File: config.mk
export PLATFORM = sky130hd
export DESIGN_NAME = vga_timing_gen
export DESIGN_NICKNAME = d
export VERILOG_FILES = /design/src/rtl/vga_timing_pkg.sv /design/src/rtl/vga_axis_counter.sv /design/src/rtl/vga_timing_gen.sv
export SDC_FILE = /design/constraint.sdc
export NUM_CORES = 1
export LEC_CHECK = 0
export ABC_CLOCK_PERIOD_IN_PS = 3200
export CAP_MARGIN = 20
export CORE_MARGIN = 3
export CORE_UTILIZATION = 50
export CTS_CLUSTER_SIZE = 25
export DETAILED_ROUTE_END_ITERATION = 16
export GPL_ROUTABILITY_DRIVEN = 0
export GPL_TIMING_DRIVEN = 0
export PLACE_DENSITY = 0.78
export SLEW_MARGIN = 5
export SYNTH_ARGS = -nofsm -noshare
export SYNTH_HDL_FRONTEND = slang
export SYNTH_SLANG_ARGS = --single-unit
File: constraint.sdc
create_clock -name clk -period 3.2 [get_ports clk]
set_clock_uncertainty 0.2 [all_clocks]
set_input_delay 0.64 -clock clk [delete_from_list [all_inputs] [get_ports clk]]
set_output_delay 0.64 -clock clk [all_outputs]
set_load 0.1 [all_outputs]
File: src/rtl/vga_timing_pkg.sv
// Purpose: shared widths, default 640x480@60 timing and derived raster constants.
// Latency: n/a (constants and types only).
// Backpressure: n/a.
//
// Contents:
//   coord_t        - 10-bit unsigned scan coordinate
//   DEF_H_*/DEF_V_* - default porch/sync/active sizes
//   H_TOTAL, V_TOTAL, HS_START/HS_END, VS_START/VS_END - derived from the defaults
package vga_timing_pkg;

  localparam int COORD_W = 10;
  typedef logic [COORD_W-1:0] coord_t;

  // Default 640x480 @ 60 Hz timing (25 MHz pixel rate).
  localparam int DEF_H_ACTIVE = 640;
  localparam int DEF_H_FP     = 16;
  localparam int DEF_H_SYNC   = 96;
  localparam int DEF_H_BP     = 48;
  localparam int DEF_V_ACTIVE = 480;
  localparam int DEF_V_FP     = 10;
  localparam int DEF_V_SYNC   = 2;
  localparam int DEF_V_BP     = 33;

  // Sync pulse occupies [START, END) in counter space.
  localparam int H_TOTAL  = DEF_H_ACTIVE + DEF_H_FP + DEF_H_SYNC + DEF_H_BP;
  localparam int V_TOTAL  = DEF_V_ACTIVE + DEF_V_FP + DEF_V_SYNC + DEF_V_BP;
  localparam int HS_START = DEF_H_ACTIVE + DEF_H_FP;
  localparam int HS_END   = HS_START + DEF_H_SYNC;
  localparam int VS_START = DEF_V_ACTIVE + DEF_V_FP;
  localparam int VS_END   = VS_START + DEF_V_SYNC;

  // Narrow an elaboration-time integer to coordinate width.
  function automatic coord_t to_coord(input int value);
    return coord_t'(value);
  endfunction

endpackage

File: src/rtl/vga_axis_counter.sv
// Purpose: modulo-TOTAL raster axis counter with look-ahead next value.
// Latency: count updates on the clk edge where en=1; next_count is combinational.
// Backpressure: none; en is a pure advance strobe.
//
// Ports:
//   clk, rst       - clock, synchronous active-low reset (loads TOTAL-1)
//   en             - advance by one (wrapping TOTAL-1 -> 0) on this edge
//   count          - registered current position
//   next_count     - value count will take on this edge
//   wrap           - count is at its terminal value TOTAL-1 (not qualified by en)
module vga_axis_counter
  import vga_timing_pkg::*;
#(
  parameter int TOTAL = H_TOTAL
) (
  input  logic               clk,
  input  logic               rst,
  input  logic               en,
  output logic [COORD_W-1:0] count,
  output logic [COORD_W-1:0] next_count,
  output logic               wrap
);

  localparam coord_t LAST = coord_t'(TOTAL - 1);

  assign wrap = (count == LAST);

  always_comb begin
    next_count = count;
    if (en) begin
      next_count = wrap ? '0 : count + coord_t'(1);
    end
  end

  // Resetting to the terminal value means the first advance lands on 0.
  always_ff @(posedge clk) begin
    if (!rst) begin
      count <= LAST;
    end else begin
      count <= next_count;
    end
  end

endmodule

File: src/rtl/vga_timing_gen.sv
// Purpose: VGA raster timing (x/y scan, sync, blank, pixel clock, frame pulse).
// Latency: all outputs update together on the pix_en edge; 0 cycles after the counters.
// Backpressure: none; free-running raster, consumers must keep up.
//
// Ports:
//   clk, rst          - 50 MHz clock, synchronous active-low reset
//   x, y              - current scan coordinate (registered)
//   active_pixels     - x/y inside the visible area (registered)
//   VGA_HS, VGA_VS    - active-low syncs (registered)
//   VGA_BLANK_N       - same as active_pixels
//   VGA_SYNC_N        - tied low
//   VGA_CLK           - clk/2 pixel clock, rises mid-pixel
//   pix_en            - high in the clk whose closing edge advances the raster
//   frame_start       - high for one clk after the raster enters (0,0)
module vga_timing_gen
  import vga_timing_pkg::*;
#(
  parameter int H_ACTIVE = DEF_H_ACTIVE,
  parameter int H_FP     = DEF_H_FP,
  parameter int H_SYNC   = DEF_H_SYNC,
  parameter int H_BP     = DEF_H_BP,
  parameter int V_ACTIVE = DEF_V_ACTIVE,
  parameter int V_FP     = DEF_V_FP,
  parameter int V_SYNC   = DEF_V_SYNC,
  parameter int V_BP     = DEF_V_BP
) (
  input  logic               clk,
  input  logic               rst,
  output logic [COORD_W-1:0] x,
  output logic [COORD_W-1:0] y,
  output logic               active_pixels,
  output logic               VGA_HS,
  output logic               VGA_VS,
  output logic               VGA_BLANK_N,
  output logic               VGA_SYNC_N,
  output logic               VGA_CLK,
  output logic               pix_en,
  output logic               frame_start
);

  localparam int LINE_TOTAL  = H_ACTIVE + H_FP + H_SYNC + H_BP;
  localparam int FRAME_LINES = V_ACTIVE + V_FP + V_SYNC + V_BP;

  localparam coord_t H_VIS   = to_coord(H_ACTIVE);
  localparam coord_t V_VIS   = to_coord(V_ACTIVE);
  localparam coord_t HS_BEG  = to_coord(H_ACTIVE + H_FP);
  localparam coord_t HS_FIN  = to_coord(H_ACTIVE + H_FP + H_SYNC);
  localparam coord_t VS_BEG  = to_coord(V_ACTIVE + V_FP);
  localparam coord_t VS_FIN  = to_coord(V_ACTIVE + V_FP + V_SYNC);

  logic   phase;
  logic   h_en;
  logic   v_en;
  coord_t h_cnt;
  coord_t h_nxt;
  coord_t v_cnt;
  coord_t v_nxt;
  logic   h_wrap;
  logic   v_wrap;

  // Pixel rate is clk/2: counters move on every second edge.
  assign h_en = phase;
  assign v_en = phase & h_wrap;

  vga_axis_counter #(.TOTAL(LINE_TOTAL)) u_h_cnt (
    .clk        (clk),
    .rst        (rst),
    .en         (h_en),
    .count      (h_cnt),
    .next_count (h_nxt),
    .wrap       (h_wrap)
  );

  vga_axis_counter #(.TOTAL(FRAME_LINES)) u_v_cnt (
    .clk        (clk),
    .rst        (rst),
    .en         (v_en),
    .count      (v_cnt),
    .next_count (v_nxt),
    .wrap       (v_wrap)
  );

  // Decode from the look-ahead values so the registered flags line up with
  // the coordinate registers that load on the same edge.
  logic act_nxt;
  logic hs_nxt;
  logic vs_nxt;
  logic fs_nxt;

  always_comb begin
    act_nxt = (h_nxt < H_VIS) && (v_nxt < V_VIS);
    hs_nxt  = !((h_nxt >= HS_BEG) && (h_nxt < HS_FIN));
    vs_nxt  = !((v_nxt >= VS_BEG) && (v_nxt < VS_FIN));
    // Both axes sitting on their last value while advancing means we land on (0,0).
    fs_nxt  = h_en & h_wrap & v_wrap;
  end

  always_ff @(posedge clk) begin
    if (!rst) begin
      phase         <= 1'b0;
      active_pixels <= 1'b0;
      VGA_HS        <= 1'b1;
      VGA_VS        <= 1'b1;
      frame_start   <= 1'b0;
    end else begin
      phase         <= ~phase;
      active_pixels <= act_nxt;
      VGA_HS        <= hs_nxt;
      VGA_VS        <= vs_nxt;
      frame_start   <= fs_nxt;
    end
  end

  assign x           = h_cnt;
  assign y           = v_cnt;
  assign pix_en      = phase;
  assign VGA_CLK     = phase;
  assign VGA_BLANK_N = active_pixels;
  assign VGA_SYNC_N  = 1'b0;

endmodule

==> out/results.txt, run 1 <==
die height = 60.6 um
Max stage delay cell, worst path = clkdlybuf4s50_1
share of cells above drive strength 1 = 11.2%
Setup crit end = x[8]
worst r2r src = u_v_cnt.count[0]
Final Slew Violations = 0
root buffer cell = clkbuf_4
Post-Route WL = 3350 um
cell count along the critical path = 1
Synth-to-Final Area Change = 23.2%
top-area cell type share of the netlist area = 33.6%
Final period util = 89.8%
Worst setup SP type = flop
initial DRC count = 60
WL/cell = 14.2 um
Mapped Nets = 178
setup bufs post-CTS = 0
MaxCap Viol Count = 0
core footprint = 2810 sq um
CTS max path bufs = 2
Fmax = 0.348 GHz
R2R cell count = 8
ANT nets after route = 0
CP Data Arrival Time = 2.03 ns
I/O pins = 30
Mapped Area = 1490 sq um
Worst-path clk slew = 0.15 ns
Netlist cell types = 51
post-DP HPWL = 2510 um
drt pass-1 iters = 4
Final nets = 211
Hold Fails Final Rpt = 0
setup TNS = 0 ns
vias in the first global route = 1299
clock sinks = 25
H-tree depth = 1
Post-synth EDFFs = 0
initial antenna violation count = 0
fin crit period = 2.87 ns
worst slew pin tran = 0.983 ns
Clock Latency Late Sink = 0.31 ns
Mapped Avg Cell Area = 8.62 sq um
post-synthesis cell count = 173
critical path cell sequence = clkdlybuf4s50_1
RSZ-0062 raised after global routing = no
reg-to-reg endpoint = VGA_VS
Die Width = 60.6 um
dpl cell area = 1810 sq um
Worst R2R Setup Slack = 0.60 ns
Initial Util = 53.2%
DRC = 0
total grt overflow = 0
Top FF cell, synth = dfxtp_1
routed via count = 1384
port bufs = 28
relative slew slack = 34.2%
ys async rst share = 0%
pwr dens = 527 nW/um^2
CP required = 2.36 ns
crit path launch = u_h_cnt.count[8]
Top delay family on crit path = buffers and inverters
largest net degree at the start of global routing = 15
diode count = 0
worst setup path class = flop to output pin
CTS resizes = 0
die area = 3670 sq um
status = finished, final reports clean
Bufs and invs on worst path = 1
Num CTS Buffers = 3
Pleak = 0.718 nW
placed insts = 232
first-pass GRT wire length = 5690 um
Peak VDD IR = 303 uV
Total Routing Usage GR = 19.8%
Vias per Instance = 5.86
Placement Rows = 19
Crit Path Max Fanout = 8
crit path capture type = output pin
Post-CTS Hold Buffers = 0
Worst Hold Class = flop to flop
Worst path max stage delay = 1.20 ns
Yosys top cell by area = dfxtp_1
largest cells by area after synthesis = dfxtp_1 34%, and2_1 3.8%, nand2_1 3.3%
Post-Layout Cell Count = 236
Ys Warns = 0
final instance area = 1840 sq um
Final setup violation count = 0
CTS tree = done
sequential share of the synthesized area = 33.6%
#FFs+latches synth = 25
power by group:
group	internal (mW)	switching (mW)	leakage (nW)	total, mW
Combinational	0.141	0.323	0.496	0.463
Sequential	0.335	0.0292	0.204	0.364
Clock	0.0466	0.0939	0.0177	0.141
Total	0.522	0.446	0.718	0.968
area by class of cell:
| cell class | instances | area, sq um |
|---|---|---|
| fillers | 258 | 967 |
| multi-input cells | 128 | 882 |
| flip-flops and latches | 25 | 500 |
| repair buffers | 28 | 280 |
| plain buffers | 13 | 82.6 |
| well taps | 31 | 38.8 |
| inverters | 7 | 26.3 |
| clock buffers | 3 | 22.5 |
| clock inverters | 1 | 5.00 |
Yosys cell counts (2+ instances only):
cell / instances
a211oi_1: 2
a21o_2: 2
a21oi_1: 5
a31oi_1: 4
and2_1: 9
and3_1: 4
and3_2: 2
and4_1: 2
buf_4: 4
buf_6: 2
clkbuf_1: 4
clkbuf_2: 2
dfxtp_1: 25
ha_1: 3
inv_1: 7
nand2_1: 13
nand2b_1: 3
nand3_1: 9
nand3b_1: 2
nand4_1: 6
nand4b_1: 2
nor2_1: 6
nor2b_1: 6
nor3_1: 4
nor4_1: 3
o211a_1: 2
o211ai_1: 2
o21ai_0: 5
or3_1: 3
xnor2_1: 5
xor2_1: 5
how the worst min path moves through the flow:
stage	start	end	slack (ns)	cells after the start
2_1_floorplan	rst	u_h_cnt.count[8]	0.54	1
3_3_place_gp	u_h_cnt.count[9]	VGA_HS	0.33	2
3_5_place_dp	u_h_cnt.count[9]	VGA_HS	0.33	2
4_1_cts	u_h_cnt.count[9]	VGA_HS	0.36	2
5_1_grt	u_h_cnt.count[9]	VGA_HS	0.39	2
6_report	u_h_cnt.count[9]	VGA_HS	0.36	2
cell usage in the layout, fill, tap and decap left out, types with 5 or more instances in the layout:
| cell type | count |
|---|---|
| a21oi_1 | 5 |
| nand3_1 | 9 |
| o21ai_0 | 5 |
| nand4_1 | 6 |
| xnor2_1 | 5 |
| nor2b_1 | 6 |
| nor2_1 | 6 |
| inv_1 | 7 |
| and2_1 | 9 |
| xor2_1 | 5 |
| dfxtp_1 | 25 |
| clkdlybuf4s50_1 | 28 |
| nand2_1 | 13 |
logic make-up after synthesis:
family / after synthesis / synth area share (%)
AOI/OAI and AO/OA: 32 / 16.3
xor gates and xnor gates: 10 / 5.87
DFF: 25 / 33.6
and+or+nand+nor: 82 / 34.2
other: 1 / 0.251
adders and majority gates: 3 / 2.52
buffers and inverters: 20 / 7.30
registers in the layout, summed over array words and instances (netlist names):
signal	flops
VGA_VS	1
frame_start	1
VGA_BLANK_N	1
u_v_cnt.count	10
VGA_HS	1
u_h_cnt.count	10
VGA_CLK	1
metal layers:
layer  vias up  track usage, %  share of wire, %
li1        684               -                 -
met1       654            26.0                45
met2        42            32.5                49
met3         4            2.34               4.4
met4         0            8.67               1.1
met5         -               0                 0
through the flow:
stage               util (%)  setup slack, ns  hold WS (ns)  power (mW)
global placement        64.5            0.644         0.329       0.826
detailed placement      64.5            0.620         0.330       0.833
global route            65.5            0.256         0.393        1.02
floorplan                  -            0.158         0.536       0.740
CTS                     65.5            0.316         0.363       0.973
finish                  65.5            0.326         0.362       0.968
Note: power is estimated with default switching activity, not from simulation.
==> run 2: changes to the inputs <==
CORE_MARGIN = 8   (was 3)
CORE_UTILIZATION = 51   (was 50)
PLACE_DENSITY = not set   (was 0.78)
PLACE_DENSITY_LB_ADDON = 0.1   (was not set)
==> run 2 against run 1 <==
Against the previous run: sequential share of layout area unchanged; design area is the same; maximum frequency is 0.93% lower.
==> out/results.txt, run 2 (synthesis gave the netlist of run 1 again) <==
status = finished, final reports clean (unchanged)
dpl cell area = 1810 sq um (unchanged)
die area = 4910 sq um (was 3670 sq um)
Max stage delay cell, worst path = clkdlybuf4s50_1 (unchanged)
critical path cell sequence = clkdlybuf4s50_1 (unchanged)
Final setup violation count = 0 (unchanged)
RSZ-0062 raised after global routing = no (unchanged)
Initial Util = 54.1% (was 53.2%)
reg-to-reg endpoint = VGA_VS (unchanged)
MaxCap Viol Count = 0 (unchanged)
Post-CTS Hold Buffers = 0 (unchanged)
Worst setup SP type = flop (unchanged)
cell count along the critical path = 1 (unchanged)
Bufs and invs on worst path = 1 (unchanged)
largest net degree at the start of global routing = 15 (unchanged)
Final period util = 90.7% (was 89.8%)
Hold Fails Final Rpt = 0 (unchanged)
routed via count = 1373 (was 1384)
root buffer cell = clkbuf_4 (unchanged)
Worst R2R Setup Slack = 0.57 ns (was 0.60 ns)
first-pass GRT wire length = 6150 um (was 5690 um)
Post-Route WL = 3610 um (was 3350 um)
setup TNS = 0 ns (unchanged)
Total Routing Usage GR = 14.5% (was 19.8%)
worst r2r src = u_v_cnt.count[0] (unchanged)
vias in the first global route = 1345 (was 1299)
Clock Latency Late Sink = 0.32 ns (was 0.31 ns)
DRC = 0 (unchanged)
crit path launch = u_v_cnt.count[4] (was u_h_cnt.count[8])
die height = 70.1 um (was 60.6 um)
port bufs = 28 (unchanged)
Final nets = 211 (unchanged)
fin crit period = 2.90 ns (was 2.87 ns)
R2R cell count = 8 (unchanged)
commonest non-fill, non-tap cell in the layout = clkdlybuf4s50_1 (unchanged)
relative slew slack = 33.9% (was 34.2%)
Placement Rows = 19 (unchanged)
initial DRC count = 129 (was 60)
setup bufs post-CTS = 0 (unchanged)
crit path capture type = output pin (unchanged)
commonest non-fill, non-tap cells in the layout = 28 x clkdlybuf4s50_1, 25 x dfxtp_1, 13 x nand2_1 (unchanged)
diode count = 0 (unchanged)
initial antenna violation count = 0 (unchanged)
final instance area = 1840 sq um (unchanged)
Worst-path clk slew = 0.14 ns (was 0.15 ns)
Vias per Instance = 5.82 (was 5.86)
clock sinks = 25 (unchanged)
worst slew pin tran = 0.989 ns (was 0.983 ns)
CP required = 2.36 ns (about the same)
core footprint = 2760 sq um (was 2810 sq um)
Top delay family on crit path = buffers and inverters (unchanged)
Num CTS Buffers = 3 (unchanged)
Synth-to-Final Area Change = 23.2% (unchanged)
CTS resizes = 0 (unchanged)
Peak VDD IR = 457 uV (was 303 uV)
WL/cell = 15.3 um (was 14.2 um)
ANT nets after route = 0 (unchanged)
Worst path max stage delay = 1.20 ns (about the same)
Fmax = 0.345 GHz (was 0.348 GHz)
total grt overflow = 0 (unchanged)
pwr dens = 529 nW/um^2 (was 527 nW/um^2)
Die Width = 70.1 um (was 60.6 um)
Pleak = 0.718 nW (unchanged)
worst setup path class = flop to output pin (unchanged)
drt pass-1 iters = 4 (unchanged)
CTS tree = done (unchanged)
post-DP HPWL = 2770 um (was 2510 um)
CP Data Arrival Time = 2.06 ns (was 2.03 ns)
Core Util, Final = 66.7% (was 65.5%)
Setup crit end = y[4] (was x[8])
I/O pins = 30 (unchanged)
Worst Hold Class = flop to flop (unchanged)
Final Slew Violations = 0 (unchanged)
CTS max path bufs = 2 (unchanged)
H-tree depth = 1 (unchanged)
share of cells above drive strength 1 = 11.2% (unchanged)
biggest regs = u_h_cnt.count: 10 flops, u_v_cnt.count: 10 flops (unchanged)
Crit Path Max Fanout = 10 (was 8)
## run 2: report_power, final
| part | leakage (nW) | switching [mW] | internal (mW) |
|---|---|---|---|
| clock | 0.0177 | 0.0968 | 0.0468 |
| combinational | 0.496 | 0.325 | 0.141 |
| sequential | 0.204 | 0.0285 | 0.335 |
| total | 0.718 | 0.451 | 0.522 |
## run 2: final cells by class
class	instances	area (sq um)
flip-flops and latches	25	500
well taps	31	38.8
fillers	245	920
repair buffers	28	280
multi-input cells	128	882
plain buffers	13	82.6
clock buffers	3	22.5
inverters	7	26.3
clock inverters	1	5.00
## run 2: how the worst min path moves through the flow
stage | from | endpoint | cells after the start
after floorplan | rst | u_h_cnt.count[8] | 1
after global placement | u_h_cnt.count[9] | VGA_HS | 2
after detailed placement | u_h_cnt.count[9] | VGA_HS | 2
after CTS | u_h_cnt.count[9] | VGA_HS | 2
after global routing | u_h_cnt.count[9] | VGA_HS | 2
final | u_h_cnt.count[9] | VGA_HS | 2
## run 2: layer usage
layer / wire (um) / global-route usage (%)
met3: 205 / 4.10
met1: 1510 / 15.7
met2: 1850 / 25.8
met4: 47 / 6.03
met5: 0 / 0
## run 2: metrics by stage
step | std cells | worst slack, ns | power, mW | hold slack, ns
floorplan | 173 | 0.158 | 0.740 | 0.536
global placement | 232 | 0.589 | 0.829 | 0.324
detailed placement | 232 | 0.597 | 0.836 | 0.330
CTS | 236 | 0.300 | 0.979 | 0.359
global route | 236 | 0.225 | 1.02 | 0.408
finish | 236 | 0.299 | 0.973 | 0.362
==> run 3: changes to the inputs <==
ABC_CLOCK_PERIOD_IN_PS = 3350   (was 3200)
CORE_UTILIZATION = 55   (was 51)
TNS_END_PERCENT = 1   (was not set)
clock period = 3.35 ns   (was 3.2 ns; I/O delays follow)
==> run 3 against run 2 <==
Against the previous run: first-iteration DRC count rose by 7.8%; wire length decreased by 0.78%; sequential power decreased by 4%; non-clock buffer count unchanged; register-to-register slack gained 0.17 ns; combinational power fell by 4.7%.
==> out/results.txt, run 3 (synthesis gave the netlist of run 1 again) <==
die area = 4630 sq um (was 4910 sq um)
Crit Path Max Fanout = 8 (was 10)
biggest regs = u_h_cnt.count: 10 flops, u_v_cnt.count: 10 flops (unchanged)
Placement Rows = 19 (unchanged)
crit path capture type = output pin (unchanged)
pwr dens = 503 nW/um^2 (was 529 nW/um^2)
RSZ-0062 raised after global routing = no (unchanged)
I/O pins = 30 (unchanged)
CTS resizes = 0 (unchanged)
Final Slew Violations = 0 (unchanged)
CTS tree = done (unchanged)
vias in the first global route = 1313 (was 1345)
ANT nets after route = 0 (unchanged)
Num CTS Buffers = 3 (unchanged)
Initial Util = 56.0% (was 54.1%)
Worst setup SP type = flop (unchanged)
status = finished, final reports clean (unchanged)
diode count = 0 (unchanged)
Vias per Instance = 5.84 (was 5.82)
Post-CTS Hold Buffers = 0 (unchanged)
Peak VDD IR = 315 uV (was 457 uV)
Final setup violation count = 0 (unchanged)
DRC = 0 (unchanged)
Worst path max stage delay = 1.20 ns (about the same)
MaxCap Viol Count = 0 (unchanged)
worst slew pin tran = 0.984 ns (was 0.989 ns)
root buffer cell = clkbuf_4 (unchanged)
Bufs and invs on worst path = 1 (unchanged)
share of cells above drive strength 1 = 11.2% (unchanged)
clock sinks = 25 (unchanged)
Post-Route WL = 3580 um (was 3610 um)
die height = 68.1 um (was 70.1 um)
Max stage delay cell, worst path = clkdlybuf4s50_1 (unchanged)
Pleak = 0.718 nW (unchanged)
routed via count = 1379 (was 1373)
drt pass-1 iters = 4 (unchanged)
CP required = 2.48 ns (was 2.36 ns)
Hold Fails Final Rpt = 0 (unchanged)
Worst Hold Class = flop to flop (unchanged)
Fmax = 0.341 GHz
post-DP HPWL = 2680 um (was 2770 um)
total grt overflow = 0 (unchanged)
total power = 925 uW (was 973 uW)
fin crit period = 2.93 ns
WL/cell = 15.2 um (was 15.3 um)
Die Width = 68.1 um (was 70.1 um)
setup TNS = 0 ns (unchanged)
Worst-path clk slew = 0.14 ns (about the same)
CP Data Arrival Time = 2.06 ns (about the same)
Synth-to-Final Area Change = 23.2% (unchanged)
Core Util, Final = 69.0% (was 66.7%)
relative slew slack = 34.2% (was 33.9%)
port bufs = 28 (unchanged)
H-tree depth = 1 (unchanged)
largest net degree at the start of global routing = 15 (unchanged)
Final nets = 211 (unchanged)
initial antenna violation count = 0 (unchanged)
core footprint = 2660 sq um (was 2760 sq um)
commonest non-fill, non-tap cells in the layout = 28 x clkdlybuf4s50_1, 25 x dfxtp_1, 13 x nand2_1 (unchanged)
Top delay family on crit path = buffers and inverters (unchanged)
commonest non-fill, non-tap cell in the layout = clkdlybuf4s50_1 (unchanged)
Total Routing Usage GR = 16.5% (was 14.5%)
first-pass GRT wire length = 6000 um (was 6150 um)
initial DRC count = 139 (was 129)
Final period util = 87.4%
worst setup path class = flop to output pin (unchanged)
CTS max path bufs = 2 (unchanged)
critical path cell sequence = clkdlybuf4s50_1 (unchanged)
setup bufs post-CTS = 0 (unchanged)
Clock Latency Late Sink = 0.31 ns (was 0.32 ns)
-- run 3: cell counts in the layout (fill, tap and decap cells not counted) --
Identical to the previous run, type by type.
-- run 3: area by class of cell --
type | count | area, sq um
inverters | 7 | 26.3
well taps | 31 | 38.8
fillers | 238 | 825
clock buffers | 3 | 22.5
clock inverters | 1 | 5.00
flip-flops and latches | 25 | 500
repair buffers | 28 | 280
multi-input cells | 128 | 882
plain buffers | 13 | 82.6
-- run 3: metrics by stage --
step | std cells | worst slack, ns | hold WS [ns] | cell area, sq um
final | 236 | 0.421 | 0.368 | 1840
after global routing | 236 | 0.337 | 0.416 | 1840
after CTS | 236 | 0.410 | 0.368 | 1840
after detailed placement | 232 | 0.733 | 0.335 | 1810
after global placement | 232 | 0.730 | 0.329 | 1810
after floorplan | 173 | 0.308 | 0.566 | 1490
-- run 3: power by group --
part,switching (mW),leakage [nW],total (mW),internal (mW)
clock network,0.0885,0.0177,0.133,0.0446
registers,0.0275,0.204,0.347,0.320
logic,0.310,0.496,0.444,0.134
-- run 3: path summary, 6_finish.rpt --
path | cells after the start | endpoint | slack (ns) | startpoint
hold reg to reg | 2 | VGA_HS | 0.37 | u_h_cnt.count[9]
setup / recovery | 1 | x[8] | 0.42 | u_h_cnt.count[8]
hold / removal | 2 | VGA_HS | 0.37 | u_h_cnt.count[9]
setup reg to reg | 8 | VGA_VS | 0.74 | u_v_cnt.count[0]
-- run 3: worst reg2reg max path, delay by kind of cell (launching register included) --
family,cells,cell delay [ns]
AND/OR/NAND/NOR,4,1.26
flip-flops,1,0.48
buffers and inverters,2,0.27
adder cells (fa/ha/maj),1,0.19
AO/OA/AOI/OAI,1,0.12
-- run 3: metal layers --
metal  vias to the layer above  GRT usage (%)  share of wire (%)
met1                       637           20.3                 42
met2                        47           26.6                 48
met4                         0           7.67                2.2
met3                         9           4.09                6.9
met5                         -              0                  0
li1                        686              -                  -
